[src/rtl/modexp_sched.sv]
// Modular exponentiation scheduler: right-to-left square-and-multiply that
// drives an external square unit and an external mulmod unit, overlapping
// both units within each round of the exponent scan.
module modexp_sched #(
    parameter int WIDTH     = 16,
    parameter int EXP_WIDTH = 16
) (
    input  logic                 clk_in,
    input  logic                 rst_in,
    input  logic                 ready_in,
    input  logic [WIDTH-1:0]     base_in,
    input  logic [EXP_WIDTH-1:0] exponent_in,
    input  logic [WIDTH-1:0]     modulus_in,
    output logic [WIDTH-1:0]     result_out,
    output logic                 busy_out,
    output logic                 valid_out,
    output logic                 err_out,
    output logic                 sq_ready_out,
    output logic [WIDTH-1:0]     sq_value_out,
    input  logic                 sq_valid_in,
    input  logic [WIDTH-1:0]     sq_result_in,
    output logic                 mul_ready_out,
    output logic [WIDTH-1:0]     mul_a_out,
    output logic [WIDTH-1:0]     mul_b_out,
    input  logic                 mul_valid_in,
    input  logic [WIDTH-1:0]     mul_result_in,
    output logic [WIDTH-1:0]     mod_out
);

    typedef enum logic [2:0] {
        S_IDLE,
        S_REDUCE,
        S_ISSUE,
        S_WAIT,
        S_DONE
    } state_e;

    state_e state_q, state_d;

    logic [WIDTH-1:0]     acc_q, acc_d;
    logic [WIDTH-1:0]     b_q, b_d;
    logic [EXP_WIDTH-1:0] e_q, e_d;
    logic [WIDTH-1:0]     mod_q, mod_d;
    logic [WIDTH-1:0]     mul_a_q, mul_a_d;
    logic [WIDTH-1:0]     mul_b_q, mul_b_d;
    logic [WIDTH-1:0]     sq_val_q, sq_val_d;
    logic [WIDTH-1:0]     result_q, result_d;
    logic                 err_q, err_d;
    logic                 issued_q, issued_d;
    logic                 mul_pend_q, mul_pend_d;
    logic                 sq_pend_q, sq_pend_d;

    // Shared decision terms for the FSM and the datapath.
    logic start_go, reduce_done, round_done, e_zero, sq_needed;
    assign start_go    = ready_in && (state_q == S_IDLE);
    assign reduce_done = issued_q && mul_valid_in;
    assign round_done  = (!mul_pend_q || mul_valid_in) && (!sq_pend_q || sq_valid_in);
    assign e_zero      = (e_q == '0);
    assign sq_needed   = ((e_q >> 1) != '0);

    // State register.
    always_ff @(posedge clk_in or negedge rst_in) begin
        if (!rst_in) begin
            // NOTE: sequential state always uses non-blocking (<=) so every
            // flop samples pre-edge values regardless of block ordering.
            state_q <= S_IDLE;
        end else begin
            state_q <= state_d;
        end
    end

    // Next-state logic.
    always_comb begin
        // NOTE: default assignment first so no path leaves state_d unassigned,
        // which would otherwise infer a latch.
        state_d = state_q;
        case (state_q)
            S_IDLE:   if (start_go) state_d = (modulus_in == '0) ? S_DONE : S_REDUCE;
            S_REDUCE: if (reduce_done) state_d = S_ISSUE;
            S_ISSUE:  state_d = e_zero ? S_DONE : S_WAIT;
            S_WAIT:   if (round_done) state_d = S_ISSUE;
            S_DONE:   state_d = S_IDLE;
            default:  state_d = S_IDLE;
        endcase
    end

    // Output decode: unit pulses and status flags follow the current state.
    always_comb begin
        mul_ready_out = ((state_q == S_REDUCE) && !issued_q) ||
                        ((state_q == S_ISSUE) && e_q[0]);
        sq_ready_out  = (state_q == S_ISSUE) && sq_needed;
        busy_out      = (state_q == S_REDUCE) || (state_q == S_ISSUE) || (state_q == S_WAIT);
        valid_out     = (state_q == S_DONE);
    end

    assign result_out   = result_q;
    assign err_out      = err_q;
    assign mod_out      = mod_q;
    assign mul_a_out    = mul_a_q;
    assign mul_b_out    = mul_b_q;
    assign sq_value_out = sq_val_q;

    // Datapath next values: operand latches are loaded on entry to the issue
    // point so they are stable from the ready pulse until the unit answers.
    always_comb begin
        acc_d      = acc_q;
        b_d        = b_q;
        e_d        = e_q;
        mod_d      = mod_q;
        mul_a_d    = mul_a_q;
        mul_b_d    = mul_b_q;
        sq_val_d   = sq_val_q;
        result_d   = result_q;
        err_d      = err_q;
        issued_d   = issued_q;
        mul_pend_d = mul_pend_q;
        sq_pend_d  = sq_pend_q;
        case (state_q)
            S_IDLE: begin
                if (start_go) begin
                    mod_d    = modulus_in;
                    e_d      = exponent_in;
                    mul_a_d  = base_in;
                    mul_b_d  = WIDTH'(1);
                    issued_d = 1'b0;
                    if (modulus_in == '0) begin
                        result_d = '0;
                        err_d    = 1'b1;
                    end
                end
            end
            S_REDUCE: begin
                if (!issued_q) begin
                    issued_d = 1'b1;
                end else if (mul_valid_in) begin
                    b_d      = mul_result_in;
                    // 1 mod 1 is 0, which matters when the exponent is 0.
                    acc_d    = (mod_q == WIDTH'(1)) ? '0 : WIDTH'(1);
                    mul_a_d  = acc_d;
                    mul_b_d  = b_d;
                    sq_val_d = b_d;
                end
            end
            S_ISSUE: begin
                mul_pend_d = e_q[0];
                sq_pend_d  = sq_needed;
                if (e_zero) begin
                    result_d = acc_q;
                    err_d    = 1'b0;
                end
            end
            S_WAIT: begin
                if (mul_pend_q && mul_valid_in) begin
                    acc_d      = mul_result_in;
                    mul_pend_d = 1'b0;
                end
                if (sq_pend_q && sq_valid_in) begin
                    b_d       = sq_result_in;
                    sq_pend_d = 1'b0;
                end
                if (round_done) begin
                    e_d      = e_q >> 1;
                    mul_a_d  = acc_d;
                    mul_b_d  = b_d;
                    sq_val_d = b_d;
                end
            end
            default: ;
        endcase
    end

    // Datapath registers, all cleared by reset so every output reads 0.
    always_ff @(posedge clk_in or negedge rst_in) begin
        if (!rst_in) begin
            acc_q      <= '0;
            b_q        <= '0;
            e_q        <= '0;
            mod_q      <= '0;
            mul_a_q    <= '0;
            mul_b_q    <= '0;
            sq_val_q   <= '0;
            result_q   <= '0;
            err_q      <= 1'b0;
            issued_q   <= 1'b0;
            mul_pend_q <= 1'b0;
            sq_pend_q  <= 1'b0;
        end else begin
            acc_q      <= acc_d;
            b_q        <= b_d;
            e_q        <= e_d;
            mod_q      <= mod_d;
            mul_a_q    <= mul_a_d;
            mul_b_q    <= mul_b_d;
            sq_val_q   <= sq_val_d;
            result_q   <= result_d;
            err_q      <= err_d;
            issued_q   <= issued_d;
            mul_pend_q <= mul_pend_d;
            sq_pend_q  <= sq_pend_d;
        end
    end

endmodule

[config.mk]
export PLATFORM = sky130hd
export DESIGN_NAME = modexp_sched
export DESIGN_NICKNAME = d
export VERILOG_FILES = /design/src/rtl/modexp_sched.sv
export SDC_FILE = /design/constraint.sdc
export NUM_CORES = 1
export LEC_CHECK = 0
export CAP_MARGIN = 20
export CORE_ASPECT_RATIO = 0.5
export CORE_MARGIN = 4
export CORE_UTILIZATION = 34
export CTS_BUF_LIST = sky130_fd_sc_hd__clkbuf_16
export CTS_CLUSTER_DIAMETER = 200
export DETAILED_ROUTE_END_ITERATION = 8
export PLACE_DENSITY = 0.72
export SLEW_MARGIN = 20
export SYNTH_ARGS = -nofsm -noshare
export SYNTH_HDL_FRONTEND = slang
export SYNTH_SLANG_ARGS = --single-unit
[constraint.sdc]
create_clock -name clk_in -period 1.85 [get_ports clk_in]
set_clock_uncertainty 0.2 [all_clocks]
set_input_delay 0.37 -clock clk_in [delete_from_list [all_inputs] [get_ports clk_in]]
set_output_delay 0.37 -clock clk_in [all_outputs]
set_load 0.01 [all_outputs]
-- Word-level counts from Yosys, hierarchy flattened
Cells that the tools add are included.
- equality and inequality tests: 14
- multiplexer cells: 39
- reductions and logical operators: 36
- operators with widths (kind ; count):
    two-way mux 16 bit ; 15
    one-hot mux 16 bit (2 select lines) ; 5
    one-hot mux 16 bit (3 select lines) ; 2
    zero test 16 bit ; 2
    equality test 16 x 1 -> 1 bit, second input constant ; 1
    nonzero test 16 bit ; 1
    two-way mux 3 bit ; 5
    inequality test 2 bit, second input constant ; 6
    one-hot mux 3 bit (4 select lines) ; 1
    nonzero test 2 bit ; 5
    AND reduction 3 bit ; 3
    logical AND 1 bit ; 8
    one-hot mux 1 bit (2 select lines) ; 4
    AND reduction 2 bit ; 4
    AND reduction 4 bit ; 2
    two-way mux 1 bit ; 7
    equality test 3 x 2 -> 1 bit, second input constant ; 2
    inequality test 2 x 1 -> 1 bit, second input constant ; 3
    logical OR 1 bit ; 5
    AND reduction 5 bit ; 1
    equality test 3 x 1 -> 1 bit, second input constant ; 1
    equality test 3 bit, second input constant ; 1
    zero test 1 bit ; 3
    zero test 3 bit ; 1
    nonzero test 3 bit ; 1
- word-level logic and storage cells: 102
- register bits after elaboration: 135
- output and inout bits: 85

-- Logic depth before layout (Yosys ltp)
- word-level depth: 5
- gate-level depth with buffers: 7

-- Worst setup path after synthesis
No wires, ideal clock.
- kind: flip-flop to flip-flop
- from: reg state_q[1]
- to: reg mul_a_q[12] (netlist: mul_a_out[12])
- stages on the path, launching flop included: 7
- data arrival time: 1.544 ns
- setup slack: -0.022 ns
- data required time: 1.522 ns
- cell sequence: dfrtp_1 buf_4 and3b_1 a31o_1 a21oi_2 buf_2 mux2_1
- word-level cells in the longest chain between the ends: 4
- ends and longest elaborated chain (element ; line ; text):
    start, declared ; 38 ; state_e state_q, state_d;
    start signal, assigned ; 68 ; state_q <= state_d;
    zero test 3 bit ; 55, 118 ;
    logical AND 1 bit ; 55 ; assign start_go = ready_in && (state_q == S_IDLE);
    inequality test 2 bit (no line) ; n/a ;
    AND reduction 5 bit (no line) ; n/a ;
    end signal, assigned ; 192 ; mul_a_q <= mul_a_d;
    end, declared ; 44 ; logic [WIDTH-1:0] mul_a_q, mul_a_d;
Several ways; a longest one is shown, not always the timed one.
A chain may end at the register's enable or synchronous reset.

-- Final worst setup path
- from: reg e_q[7]
- to: out sq_ready_out
- word-level cells in the longest chain between the ends: 2
- ends and longest elaborated chain (element ; line ; text):
    start, declared ; 42 ; logic [EXP_WIDTH-1:0] e_q, e_d;
    start signal, assigned ; 177 ; e_q <= '0;
    start signal, assigned ; 190 ; e_q <= e_d;
    nonzero test 16 bit ; 59 ; assign sq_needed = ((e_q >> 1) != '0);
    logical AND 1 bit ; 91 ; sq_ready_out = (state_q == S_ISSUE) && sq_needed;
    end, declared ; 18 ; output logic sq_ready_out,
Every way passes these cells.

==> implementation parameters <==
Parameter                              Value

Finish
  Layout overhead on the synthesized area    76.9%
  Non-filler instance count after layout    1039
  Proportion of layout cells with a drive suffix above 1    39.4%
  Fraction of the core area covered by cells at the end of the flow    61.8%
  Diodes inserted    0
  Layout Nets    877

Floorplan
  Die boundary height    103 um
  Number of top-level design ports    170
  Number of rows created at floorplan    34
  Core Region    0.0175 mm2
  Horizontal die dimension    197 um
  Total Die Area    0.0203 mm2
  Initial Util    34.9%

Synthesis
  Post-Syn Area per Cell    12.3 um2
  Leading post-synthesis cells by cell area    sky130_fd_sc_hd__dfrtp_1 55%, sky130_fd_sc_hd__mux2i_1 7.7%, sky130_fd_sc_hd__a22o_1 7.0%, sky130_fd_sc_hd__mux2_1 5.5%, sky130_fd_sc_hd__mux2_4 3.4%
  Yosys cell types    44
  FFs w/ async S/R, synth    100%
  Synthesized instance count    496
  Multiplexer share of the synthesized area    19.8%
  Number of enable-type register cells in the synthesized netlist    0
  Total standard cell area after synthesis    0.00610 mm2
  Largest family of logic cells by synthesized area    multiplexers
  Most common flop cell mapped by yosys    sky130_fd_sc_hd__dfrtp_1
  Portion of the post-synthesis area used by sequential elements    55.4%
  Portion of synthesized cell area occupied by the leading cell type    55.4%
  Synth top cells by count    135 x sky130_fd_sc_hd__dfrtp_1, 50 x sky130_fd_sc_hd__nand2_1, 49 x sky130_fd_sc_hd__a22o_1
  Cell with the most instances after synthesis    sky130_fd_sc_hd__dfrtp_1
  Synth Area in Compound Gates    13.4%
  Total nets after synthesis    581
  Number of warning messages in the yosys log    0
  Simple logic cell fraction of the synthesized area    8.26%
  Post-Synth XOR/XNOR Area    0%
  Post-synthesis cell type with the largest combined area    sky130_fd_sc_hd__dfrtp_1
  Adder and majority cell fraction of the synthesized area    0%
  Synthesis-stage register bit count    135

Routing
  Number of design-rule violations left by the first detailed-router iteration    363
  Number of nets with antenna violations after detailed routing    0
  Detailed-route via count    5545
  Initial DRT Pass Iterations    5
  Remaining design rule violation count    0
  Per-cell routed wire length    22.6 um
  Detail-routed via count per cell    5.34
  Total wire length after detailed routing    23500 um

GRT
  Top Usage Layer GRT    met2
  Met3 Usage GRT    3.69%
  Number of antenna violations at the first check in global routing    1
  Wire length of the first global-routing pass    35200 um
  Fraction of met1 tracks used by global routing    29.1%
  Global Route Usage Sum    22.5%
  Via count of the first global-routing pass    6076
  Maximum number of pins on one net before global-route repair    43
  Global-route track usage on met2    38.9%
  Total congestion overflow after global routing    0

CTS
  CTS Buf Count    17
  Clock transition time at the flip-flop clock pins of the worst setup and hold paths    0.07 ns
  CTS H-Tree Depth    4
  CTS tree    yes
  Number of sinks on the clock net    135
  Clock buffer depth    2
  Clk Tree Root Cell    sky130_fd_sc_hd__clkbuf_16
  Clock latency on the worst-skew pair    0.42 ns

Pwr
  Highest ir drop seen on vdd    0.852 mV
  Power per unit of standard cell area    1780 mW/mm2
  Leakage    5.28 nW

Timing
  Final setup vio count    137
  Final-layout setup total negative slack    -25.54 ns
  Final worst path period share    123%
  Setup WS post-layout    -0.420 ns
  Actual slew at the worst max-slew pin    0.455 ns
  Number of max-slew violations in the final report    0
  Unrepaired setup endpoints after global routing    yes
  Slew Limit Headroom    69.7%
  Final Hold Fails    0
  Final critical delay including setup and external delays    2.27 ns
  Maximum operating frequency    441 MHz

Run
  Max-cap violation count    0

Setup path
  Cell-by-cell listing of the critical path    nor4_4 > buf_4 > nand4_1 > and2_4 > buf_6
  Critical path class    reg -> out
  Arrival time at the worst endpoint    1.70 ns
  Cell with the largest stage delay on the worst path    sky130_fd_sc_hd__dfrtp_1
  WP data required    1.28 ns
  Crit Path Max Fanout    2
  Kind of launch point of the worst setup path    flip-flop
  Top cell family by delay on the critical path    simple AND/OR/NAND/NOR gates
  Worst Path Buf+Inv    2
  CP Capture Type    primary output
  Largest stage delay on the critical path    0.42 ns

Placed design
  HPWL after DPL    13700 um
  RD Place Congestion    0.811
  Setup slack after placement    -0.564 ns
  Port-buffer cells    169
  Placed instance count    944

Run status
  Violated checks    setup timing
  Outcome    finished with violations

Min path
  Path class of the lowest-slack min-delay path    in -> async
kinds of logic after synthesis:
family / count (synthesis)
AOI/OAI and AO/OA: 118
buffers and inverters: 35
DFF: 135
muxes: 108
and+or+nand+nor: 100
what timing repair did:
action,CTS,global route
pin swaps,58,33
gates cloned,17,1
endpoints found under the hold margin,37,0
resized for setup,284,68
buffers inserted,44,11
hold buffers,1,0
setup endpoints to repair,207,139
final timing paths:
check | from | endpoint | slack, ns | cells past startpoint
min | rst_in | mod_out[3] | 0.26 | 2
max in group asynchronous | rst_in | mod_out[12] | 0.67 | 3
max reg2reg | state_q[1] | mul_a_out[8] | -0.29 | 8
min reg2reg | result_out[11] | result_out[11] | 0.31 | 1
max | e_q[7] | sq_ready_out | -0.42 | 5
min in group clk_in | result_out[11] | result_out[11] | 0.31 | 1
layout by cell type (no fill, tap or decap), drive strengths merged, types with 2 or more instances in the layout:
cell / count
nand2b: 6
nand2: 51
dfrtp: 135
nor2b: 2
nor4b: 2
clkbuf: 19
nand4: 2
dlygate4sd2: 81
buf: 140
nor2: 16
mux2: 61
a2bb2oi: 3
a21o: 2
a22o: 49
o22ai: 3
clkdlybuf4s50: 82
mux2i: 47
a21oi: 11
and3b: 2
clkinvlp: 4
nor4: 10
nand3: 2
a31o: 2
and2: 3
clkinv: 3
o21ai: 45
inv: 11
cell type report:
| type | instances | area, um2 |
|---|---|---|
| repair buffers | 307 | 3340 |
| clock buffers | 17 | 425 |
| well taps | 234 | 293 |
| multi-input cells | 328 | 3210 |
| clock inverters | 15 | 136 |
| flip-flops and latches | 135 | 3380 |
| inverters | 3 | 13.8 |
| fillers | 1276 | 6690 |
power breakdown:
part	total [mW]	switching, mW	internal [mW]
registers	5.16	0.929	4.23
clock network	3.26	1.49	1.77
logic	10.9	4.72	6.13
total	19.3	7.14	12.1
per-stage QoR:
step                      instance area, um2  total power, mW  hold WS [ns]
after floorplan                         6110             8.92        -0.126
after global placement                  8680             12.4         0.129
after detailed placement                8680             12.7         0.138
after CTS                              10500             18.5         0.267
after global routing                   10800             20.1         0.296
final                                  10800             19.3         0.257
state kept, by name, indices dropped and copies added, names as in the netlist:
| signal | flops |
|---|---|
| mul_b_out | 16 |
| mul_pend_q | 1 |
| issued_q | 1 |
| result_out | 16 |
| sq_pend_q | 1 |
| acc_q | 16 |
| e_q | 16 |
| state_q | 3 |
| mul_a_out | 16 |
| sq_value_out | 16 |
| err_out | 1 |
| mod_out | 16 |
| b_q | 16 |
layer usage:
layer	routed length (um)	share of wire, %
met3	952	4.0
met1	9870	42
met4	582	2.5
met2	12100	51
met5	7	0.030
No activity file was read; power rests on OpenSTA's default activity.
